`src/rtl/axis_pipe_stage.sv`:
```
// rtl/axis_pipe_stage.sv - valid/last/data register slice with advance enable and sync reset
module axis_pipe_stage #(
    parameter int WIDTH = 32
) (
    input  logic             clk_in,
    input  logic             rst_in,
    input  logic             en_in,
    input  logic             valid_in,
    input  logic             last_in,
    input  logic [WIDTH-1:0] data_in,
    output logic             valid_out,
    output logic             last_out,
    output logic [WIDTH-1:0] data_out
);

    logic             valid_q, valid_d;
    logic             last_q,  last_d;
    logic [WIDTH-1:0] data_q,  data_d;

    always_comb begin
        valid_d = valid_q;
        last_d  = last_q;
        data_d  = data_q;
        if (en_in) begin
            valid_d = valid_in;
            last_d  = last_in;
            data_d  = data_in;
        end
    end

    always_ff @(posedge clk_in) begin
        if (rst_in) begin
            valid_q <= 1'b0;
            last_q  <= 1'b0;
            data_q  <= '0;
        end else begin
            valid_q <= valid_d;
            last_q  <= last_d;
            data_q  <= data_d;
        end
    end

    assign valid_out = valid_q;
    assign last_out  = last_q;
    assign data_out  = data_q;

endmodule

```
`src/rtl/power_spectrum.sv`:
```
// rtl/power_spectrum.sv - streaming |X|^2 of complex FFT bins, two-stage pipeline with backpressure
module power_spectrum #(
    parameter int DATA_WIDTH = 16
) (
    input  logic                    clk_in,
    input  logic                    rst_in,
    input  logic [2*DATA_WIDTH-1:0] fft_data_in,
    input  logic                    fft_valid_in,
    input  logic                    fft_last_in,
    output logic                    fft_ready_out,
    input  logic                    power_ready_in,
    output logic                    power_valid_out,
    output logic                    power_last_out,
    output logic [2*DATA_WIDTH-1:0] power_data_out
);

    localparam int OUT_W = 2 * DATA_WIDTH;
    localparam int SQ_W  = 2 * DATA_WIDTH - 1;

    logic                   adv;
    logic signed [DATA_WIDTH-1:0] re, im;
    logic signed [SQ_W-1:0] re_x, im_x;
    logic        [SQ_W-1:0] re_sq, im_sq;

    logic                   s1_valid, s1_last;
    logic [2*SQ_W-1:0]      s1_data;
    logic [OUT_W-1:0]       sum;

    // Single global enable: the whole pipe moves or the whole pipe holds.
    assign adv           = !power_valid_out || power_ready_in;
    assign fft_ready_out = adv && !rst_in;

    assign re   = fft_data_in[OUT_W-1:DATA_WIDTH];
    assign im   = fft_data_in[DATA_WIDTH-1:0];
    assign re_x = SQ_W'(re);
    assign im_x = SQ_W'(im);

    // A square of a signed value is non-negative; the low SQ_W bits read
    // as unsigned hold it exactly, including (-2^(W-1))^2.
    assign re_sq = re_x * re_x;
    assign im_sq = im_x * im_x;

    axis_pipe_stage #(.WIDTH(2 * SQ_W)) u_stage1 (
        .clk_in    (clk_in),
        .rst_in    (rst_in),
        .en_in     (adv),
        .valid_in  (fft_valid_in && fft_ready_out),
        .last_in   (fft_last_in),
        .data_in   ({re_sq, im_sq}),
        .valid_out (s1_valid),
        .last_out  (s1_last),
        .data_out  (s1_data)
    );

    assign sum = {1'b0, s1_data[2*SQ_W-1:SQ_W]} + {1'b0, s1_data[SQ_W-1:0]};

    axis_pipe_stage #(.WIDTH(OUT_W)) u_stage2 (
        .clk_in    (clk_in),
        .rst_in    (rst_in),
        .en_in     (adv),
        .valid_in  (s1_valid),
        .last_in   (s1_last),
        .data_in   (sum),
        .valid_out (power_valid_out),
        .last_out  (power_last_out),
        .data_out  (power_data_out)
    );

endmodule

```
`config.mk`:
```
export PLATFORM = sky130hd
export DESIGN_NAME = power_spectrum
export DESIGN_NICKNAME = d
export VERILOG_FILES = /design/src/rtl/axis_pipe_stage.sv /design/src/rtl/power_spectrum.sv
export SDC_FILE = /design/constraint.sdc
export NUM_CORES = 1
export LEC_CHECK = 0
export BUFFER_PORTS_ARGS = -buffer_cell sky130_fd_sc_hd__buf_2
export CAP_MARGIN = 20
export CORE_UTILIZATION = 50
export CTS_CLUSTER_SIZE = 28
export DETAILED_ROUTE_END_ITERATION = 7
export GPL_TIMING_DRIVEN = 0
export HOLD_SLACK_MARGIN = 0.03
export PLACE_DENSITY = 0.7
export SKIP_LAST_GASP = 1
export SYNTH_ARGS = -nofsm -noshare
export SYNTH_HDL_FRONTEND = slang
export SYNTH_SLANG_ARGS = --single-unit
```
`constraint.sdc`:
```
create_clock -name clk_in -period 7.8 [get_ports clk_in]
set_input_delay 1.56 -clock clk_in [delete_from_list [all_inputs] [get_ports clk_in]]
set_output_delay 1.56 -clock clk_in [all_outputs]
set_load 0.02 [all_outputs]
```
==> results of run 1 <==
[layout by cell type (no fill, tap or decap), drive strengths merged, types with 27 or more instances in the layout]
master  Yosys  routed
o21ai      46      46
inv       645     645
ha        199     199
a21oi     119     119
and2       62      62
dfxtp      96      96
nor2      134     134
fa        459     459
a211oi     27      27
clkbuf     72      69
buf         2      72
a21o       27      27
nand2     266     266
xnor2      68      68
[cell families (layout without fill, tap and decap cells)]
family | Yosys count | count (layout) | share of synthesized area (%)
AND/OR/NAND/NOR | 571 | 571 | 11.9
XOR/XNOR | 91 | 91 | 3.67
AO/OA/AOI/OAI | 303 | 303 | 9.18
multiplexers | 4 | 4 | 0.196
flip-flops | 96 | 96 | 8.84
buffers and inverters | 723 | 797 | 12.5
adder cells (fa/ha/maj) | 658 | 658 | 53.7
[state kept, by name, summed over array words and instances (netlist names)]
name                flops
u_stage2.data_out      32
u_stage1.data_out      60
u_stage2.last_out       1
u_stage1.last_out       1
u_stage1.valid_out      1
u_stage2.valid_out      1
[metrics by stage]
stage	TNS, ns	worst slack [ns]	cells	util, %	hold slack [ns]
6_report	0	0.192	3105	53.9	0.449
3_3_place_gp	-6.77	-0.564	3099	53.1	0.437
5_1_grt	-0.0435	-0.0435	3105	53.9	0.467
3_5_place_dp	-8.36	-0.657	3099	53.1	0.442
2_1_floorplan	0	0.430	2446	-	0.429
4_1_cts	-0.0136	-0.0136	3111	53.8	0.451
[what timing repair did]
action | 4_1_cts | 5_1_grt
cloned | 0 | 0
setup endpoints to repair | 11 | 17
gates resized for setup | 9 | 50
pin swaps | 0 | 1
buffers inserted | 0 | 0
[final cells by class]
class	instances	area [µm²]	area share (%)
sequential	96	1920	8.30
clock inverter	7	96.3	0.416
clock buffer	9	225	0.972
inverter	649	2440	10.6
multi-input combinational	1627	17100	73.9
buffer	64	277	1.19
tap	585	732	3.16
timing repair buffer	68	340	1.47
[worst max-delay path, stage by stage]
cell,delay [ns]
buf_2,0.10
clkbuf_2,0.26
clkbuf_2,0.30
nand2_1,0.13
fa_1,0.48
fa_1,0.52
fa_1,0.53
inv_1,0.06
fa_1,0.49
fa_1,0.49
inv_1,0.05
fa_1,0.47
inv_1,0.04
ha_1,0.34
a21o_1,0.18
a21o_1,0.21
a211oi_4,0.29
o32ai_4,0.17
a31o_1,0.27
a31o_1,0.24
a211o_1,0.33
mux2i_1,0.13
a211oi_1,0.22
[routing by layer]
metal	GRT usage (%)	vias to the layer above	share of wire (%)
li1	-	7523	-
met1	34.0	8244	42
met2	42.7	437	49
met3	4.29	45	7.1
met4	4.35	0	1.4
met5	0	-	0
[final timing paths]
| check | to | slack [ns] | from | cells past startpoint |
|---|---|---|---|---|
| max | u_stage1.data_out[29] | 0.19 | fft_data_in[1] | 23 |
| min | u_stage2.data_out[16] | 0.45 | u_stage2.data_out[16] | 2 |
| max reg2reg | u_stage2.data_out[28] | 4.79 | u_stage1.data_out[3] | 10 |
| min reg2reg | u_stage2.data_out[16] | 0.45 | u_stage2.data_out[16] | 2 |
==> impl_metrics.env, run 1 <==
export IMPL_startpoint_type="input pin"
export IMPL_clock_sinks=96
export IMPL_vias_per_cell=5.23
export IMPL_hold_buffers=0
export IMPL_synthCells=2446
export IMPL_synth_fp_nets=3141
export IMPL_grt_usage_pct=25.1
export IMPL_grt_max_degree=19
export IMPL_final_hold_violation_count=0
export IMPL_dr_pass1_iters=5
export IMPL_maxCapViolations=0
export IMPL_crit_fanout=10
export IMPL_port_buffers=68
export IMPL_cp_end_kind="register"
export IMPL_hp_class="reg -> reg"
export IMPL_cts_buffers=9
export IMPL_drc_errors=0
export IMPL_initial_core_util_pct=50.6
export IMPL_drtIter0Drc=871
export IMPL_synthTopCellsByCount="645 x inv_1, 459 x fa_1, 266 x nand2_1, 199 x ha_1, 134 x nor2_1"
export IMPL_clockRootBuffer="clkbuf_16"
export IMPL_ant_nets=0
export IMPL_placement_cell_area_um2=22800
export IMPL_die_h_um=210
export IMPL_grt_pass1_wl_um=86900
export IMPL_grt_overflow_total=0
export IMPL_fin_crit_ns=7.61
export IMPL_wirelength_um=51800
export IMPL_core_um2=43000
export IMPL_fin_crit_sh_pct=97.5
export IMPL_yosys_area_top_type="fa_1"
export IMPL_core_rowCount=76
export IMPL_synth_ff_type="dfxtp_1"
export IMPL_yosysMostFrequentCell="inv_1"
export IMPL_fp_dieArea_um2=44300
export IMPL_async_flop_share_pct=0
export IMPL_wl_per_cell_um=16.7
export IMPL_nNetsFinal=3210
export IMPL_grt_pass1_vias=17500
export IMPL_setup_viol=0
export IMPL_required_ns=8.06
export IMPL_syn_to_final_growth_pct=6.56
export IMPL_clk_pin_slew_ns=0.07
export IMPL_max_slew_worst_pin_slew_ns=0.919
export IMPL_synth_top_area_share_pct=42.3
export IMPL_ys_warn_count=0
export IMPL_synth_area_top_cells="fa_1 42%, ha_1 11%, inv_1 11%"
export IMPL_clock_skew_ns=0.00685
export IMPL_maxSlewViolCount=0
export IMPL_synth_seq_cells=96
export IMPL_crit_arrival_ns=7.87
export IMPL_status="complete, no violations"
export IMPL_dp_final_hpwl_um=45700
export IMPL_synthesis_area_um2=21700
export IMPL_syn_avg_cell_area_um2=8.88
export IMPL_synth_seq_area_share_pct=8.84
export IMPL_diodes=0
export IMPL_cts_tree="yes"
export IMPL_synth_edf_count=0
export IMPL_path_class="in -> reg"
export IMPL_slew_limit_headroom_pct=38.7
export IMPL_place_congestion=0.930
export IMPL_htree_levels=3
export IMPL_layout_drive_gt1_share_pct=5.63
export IMPL_fmax_mhz=131
export IMPL_vias=16200
export IMPL_antenna_found_initial=0
export IMPL_fillCellCount=4047
export IMPL_cts_buffer_depth=2
export IMPL_io_pins=72
export IMPL_fp_dieW_um=210
export IMPL_final_area_um2=23200
export IMPL_synth_cell_types=70
export IMPL_insertion_delay_ns=0.34
export IMPL_grt_setup_unrepaired="yes"
Power of run 1 is left out: the tool's default activity adds up to more than one toggle a clock period on the data nets, which glitch-free logic cannot reach.
==> run 2: changes to the inputs <==
--- a/config.mk
+++ b/config.mk
@@ -9,3 +9,5 @@
 export CAP_MARGIN = 20
+export CORE_MARGIN = 2
 export CORE_UTILIZATION = 50
+export CTS_CLUSTER_DIAMETER = 80
 export CTS_CLUSTER_SIZE = 28
--- a/constraint.sdc
+++ b/constraint.sdc
@@ -3,2 +3,2 @@
 set_output_delay 1.56 -clock clk_in [all_outputs]
-set_load 0.02 [all_outputs]
+set_load 0.05 [all_outputs]
==> run 2 against run 1 <==
Flip-flop and latch count did not move; cell area barely moved; cell count rose by 0.19%; count of clock-buffer cells in the layout did not move; register-to-register slack barely moved; hold slack improved by 0.0027 ns; largest cell class unchanged.
==> impl_metrics.env, run 2 (same netlist as run 1, synthesis figures left out) <==
export IMPL_path_class="in -> reg"
export IMPL_syn_to_final_growth_pct=6.51
export IMPL_wirelength_um=51300
export IMPL_fillCellCount=3991
export IMPL_layout_drive_gt1_share_pct=5.54
export IMPL_cts_buffers=9
export IMPL_fin_crit_ns=7.57
export IMPL_crit_arrival_ns=7.82
export IMPL_vias=16400
export IMPL_clk_pin_slew_ns=0.07
export IMPL_place_congestion=0.967
export IMPL_core_rowCount=76
export IMPL_insertion_delay_ns=0.34
export IMPL_crit_fanout=10
export IMPL_drtIter0Drc=1158
export IMPL_status="complete, no violations"
export IMPL_wl_per_cell_um=16.5
export IMPL_fin_crit_sh_pct=97.0
export IMPL_nNetsFinal=3215
export IMPL_min_to="u_stage2.data_out[9]"
export IMPL_die_h_um=212
export IMPL_min_from="u_stage2.data_out[9]"
export IMPL_slew_limit_headroom_pct=34.2
export IMPL_placedCellCount=3099
export IMPL_core_um2=43000
export IMPL_holdPathStages=2
export IMPL_htree_levels=3
export IMPL_fin_cells=3111
export IMPL_initial_core_util_pct=50.6
export IMPL_fin_util_pct=53.9
export IMPL_fmax_mhz=132
export IMPL_io_pins=72
export IMPL_fp_dieArea_um2=45100
export IMPL_clockRootBuffer="clkbuf_16"
export IMPL_rr_startpoint="u_stage1.data_out[4]"
export IMPL_cp_end_kind="register"
export IMPL_grt_pass1_wl_um=85700
export IMPL_hold_worst_slack_ns=0.451
export IMPL_dr_pass1_iters=7
export IMPL_hold_buffers=0
export IMPL_setup_viol=0
export IMPL_cts_buffer_depth=2
export IMPL_largest_reg_flops=60
export IMPL_clock_skew_ns=0.00739
export IMPL_vias_per_cell=5.27
export IMPL_setup_ws_ns=0.231
export IMPL_max_slew_worst_pin_slew_ns=0.987
export IMPL_dp_final_hpwl_um=44600
export IMPL_grt_max_degree=17
export IMPL_clock_sinks=96
export IMPL_startpoint_type="input pin"
export IMPL_drc_errors=0
export IMPL_layout_common_cells="644 x inv_1, 459 x fa_1, 266 x nand2_1"
export IMPL_grt_pass1_vias=17800
export IMPL_port_buffers=68
export IMPL_ant_nets=0
export IMPL_fp_dieW_um=212
export IMPL_grt_setup_unrepaired="yes"
export IMPL_grt_overflow_total=0
export IMPL_reg2reg_to="u_stage2.data_out[28]"
export IMPL_reg2reg_depth=10
export IMPL_pre_cts_slack_ns=-0.616
export IMPL_grt_usage_pct=24.2
export IMPL_r2r_setup_slack_ns=4.78
export IMPL_antenna_found_initial=2
export IMPL_layout_commonest_cell="inv_1"
export IMPL_hp_class="reg -> reg"
export IMPL_maxSlewViolCount=0
export IMPL_cts_tree="yes"
export IMPL_required_ns=8.05
export IMPL_maxCapViolations=0
export IMPL_final_hold_violation_count=0
## run 2: critical path, cell delays in order
cell      delay, ns
buf_2          0.10
clkbuf_2       0.27
clkbuf_2       0.32
nand2_1        0.13
fa_1           0.48
fa_1           0.52
fa_1           0.52
inv_1          0.06
fa_1           0.49
fa_1           0.49
inv_1          0.05
fa_1           0.47
inv_1          0.04
ha_1           0.34
a21o_1         0.18
a21o_1         0.21
a211oi_4       0.28
o32ai_4        0.16
a31o_1         0.27
a31o_1         0.23
a211o_1        0.31
mux2i_1        0.12
a211oi_1       0.25
## run 2: final cells by class
class                           instances  area [µm²]  area share, %
Antenna cell                            1        2.50         0.0108
Tap cell                              585         732           3.16
Sequential cell                        96        1920           8.30
Multi-Input combinational cell       1627       17100           73.9
Timing Repair Buffer                   70         355           1.54
Clock buffer                            9         225          0.973
Buffer                                 67         282           1.22
Inverter                              649        2440           10.6
Clock inverter                          7        71.3          0.308
## run 2: through the flow
step                instance area [µm²]  TNS (ns)
floorplan                         21700         0
global placement                  22800     -6.71
detailed placement                22800     -7.76
CTS                               23100    -0.188
global route                      23100   -0.0386
finish                            23100         0
## run 2: per-layer routing
metal | track usage (%) | vias up | part of all wire [%]
met5 | 0 | - | 0.025
met4 | 7.11 | 2 | 3.0
met3 | 5.45 | 88 | 8.0
met2 | 41.0 | 494 | 49
met1 | 31.2 | 8287 | 40
li1 | - | 7539 | -
## run 2: how the worst max path moves through the flow
| stage | startpoint | endpoint | slack [ns] | depth (start not counted) |
|---|---|---|---|---|
| floorplan | fft_data_in[1] | u_stage1.data_out[29] | 0.43 | 22 |
| global placement | fft_data_in[31] | u_stage1.data_out[61] | -0.58 | 22 |
| detailed placement | fft_data_in[4] | u_stage1.data_out[29] | -0.62 | 23 |
| CTS | fft_data_in[13] | u_stage1.data_out[29] | -0.15 | 23 |
| global route | fft_data_in[1] | u_stage1.data_out[29] | -0.04 | 23 |
| finish | fft_data_in[1] | u_stage1.data_out[29] | 0.23 | 23 |
## run 2: timing repair
item	in CTS	in global routing
setup endpoints to repair	12	22
buffers inserted	0	2
resized for setup	3	48
pin swaps	0	1
Power of run 2 is left out for the same reason.
==> run 3: changes to the inputs <==
CORE_UTILIZATION = 40   (was 50)
PLACE_DENSITY = 0.58   (was 0.7)
==> run 3 against run 2 <==
Wire length increased by 4.9%; via count is 1.5% lower; maximum frequency increased by 0.42%; first-iteration DRC count down 37%; global-route usage down 4.0 points; cell area grew 0.74%; sequential share of layout area is 0.061 points lower; non-clock buffer count down 3; largest cell class unchanged; count of clock-buffer cells in the layout up 1; setup slack better by 0.032 ns.
==> impl_metrics.env, run 3 (same netlist as run 1, synthesis figures left out) <==
export IMPL_vias=16200
export IMPL_vias_per_cell=5.02
export IMPL_fp_dieW_um=237
export IMPL_layout_common_cells="644 x inv_1, 457 x fa_1, 266 x nand2_1"
export IMPL_cts_tree="yes"
export IMPL_maxCapViolations=0
export IMPL_crit_path_top_delay_cell="fa_1"
export IMPL_io_pins=72
export IMPL_cp_num_buf_inv=4
export IMPL_required_ns=8.03
export IMPL_startpoint_type="input pin"
export IMPL_largest_reg_flops=60
export IMPL_fillCellCount=5397
export IMPL_crit_family="adder cells"
export IMPL_nNetsFinal=3212
export IMPL_wirelength_um=53800
export IMPL_dr_pass1_iters=5
export IMPL_fp_dieArea_um2=56200
export IMPL_setup_viol=0
export IMPL_wl_per_cell_um=16.7
export IMPL_fmax_mhz=133
export IMPL_initial_core_util_pct=40.4
export IMPL_grt_overflow_total=0
export IMPL_grt_max_degree=17
export IMPL_cp_end_kind="register"
export IMPL_layout_commonest_cell="inv_1"
export IMPL_syn_to_final_growth_pct=7.29
export IMPL_worstSetupStartpoint="fft_data_in[31]"
export IMPL_cts_buffer_depth=2
export IMPL_status="complete, no violations"
export IMPL_fin_crit_ns=7.54
export IMPL_core_rowCount=85
export IMPL_dp_final_hpwl_um=46900
export IMPL_grt_pass1_vias=17800
export IMPL_cts_buffers=9
export IMPL_grt_usage_pct=20.3
export IMPL_fin_crit_sh_pct=96.6
export IMPL_final_hold_violation_count=0
export IMPL_hold_worst_slack_ns=0.451
export IMPL_hp_class="reg -> reg"
export IMPL_die_h_um=237
export IMPL_htree_levels=3
export IMPL_place_congestion=0.886
export IMPL_clock_skew_ns=0.0112
export IMPL_ant_nets=0
export IMPL_crit_arrival_ns=7.76
export IMPL_clock_sinks=96
export IMPL_min_from="u_stage2.data_out[7]"
export IMPL_multi_input_area_um2=17100
export IMPL_drtIter0Drc=733
export IMPL_slew_limit_headroom_pct=41.9
export IMPL_clk_pin_slew_ns=0.07
export IMPL_maxSlewViolCount=0
export IMPL_slowest_delay_ns=0.58
export IMPL_port_buffers=68
export IMPL_core_um2=53800
export IMPL_diodes=0
export IMPL_max_slew_worst_pin_slew_ns=0.872
export IMPL_crit_fanout=16
export IMPL_grt_pass1_wl_um=89600
export IMPL_drc_errors=0
export IMPL_insertion_delay_ns=0.35
export IMPL_path_class="in -> reg"
export IMPL_clockRootBuffer="clkbuf_16"
export IMPL_hold_buffers=0
export IMPL_cp_cell_sequence="buf_2, clkinvlp_4, nor2_1, fa_2, inv_1, fa_1, fa_1, fa_1, fa_1, fa_1, inv_1, ha_1, or2_1, a311oi_1, o21ai_0, o211ai_1, nor4bb_4, o31ai_4, o31ai_2, xnor2_1, o21ai_1"
export IMPL_regArea_um2=1920
export IMPL_antenna_found_initial=2
export IMPL_rr_startpoint="u_stage1.data_out[4]"
export IMPL_cpMostUsedCell="fa_1"
export IMPL_layout_drive_gt1_share_pct=5.67
run 3: cell count changes in the layout (fill, tap and decap cells not counted), sizes merged:
cell / before / now
clkinv: 8 / 4
buf: 72 / 70
bufinv: 1 / 3
diode: 1 / 0
inv: 645 / 646
run 3: metrics by stage:
stage / instance area [µm²] / TNS [ns] / instances / util [%] / worst slack (ns)
CTS: 23300 / -0.00192 / 3223 / 43.3 / -0.00192
detailed placement: 22900 / -8.40 / 3210 / 42.6 / -0.641
floorplan: 21700 / 0 / 2446 / - / 0.430
finish: 23300 / 0 / 3218 / 43.3 / 0.263
global placement: 22900 / -8.17 / 3210 / 42.6 / -0.621
global route: 23300 / -0.0236 / 3218 / 43.3 / -0.0236
run 3: per-layer routing:
layer | up-vias | part of all wire, % | GRT usage [%]
met5 | - | 0 | 0
met1 | 8213 | 43 | 27.3
met4 | 0 | 2.1 | 4.35
met3 | 71 | 5.7 | 3.01
li1 | 7546 | - | -
met2 | 328 | 49 | 34.7
run 3: worst paths after layout:
kind	slack (ns)	to	cells past startpoint
setup / recovery	0.26	u_stage1.data_out[61]	21
hold / removal	0.45	u_stage2.data_out[7]	2
setup reg to reg	4.88	u_stage2.data_out[24]	10
hold reg to reg	0.45	u_stage2.data_out[7]	2
run 3: final cells by class:
cell class	instances	area share, %
Timing Repair Buffer	68	1.46
Tap cell	696	3.73
Sequential cell	96	8.24
Inverter	649	10.5
Multi-Input combinational cell	1627	73.4
Clock buffer	10	0.982
Clock inverter	6	0.494
Buffer	66	1.22
run 3: tightest hold or removal path, stage by stage (launching register included):
cell and delay [ns]:
dfxtp_1 0.31, nand2_1 0.05, a21oi_1 0.05
run 3: timing repair:
item,4_1_cts,5_1_grt
buffers inserted,0,0
setup endpoints to repair,9,19
pin swaps,0,1
gates resized for setup,6,54
Power of run 3 is left out for the same reason.
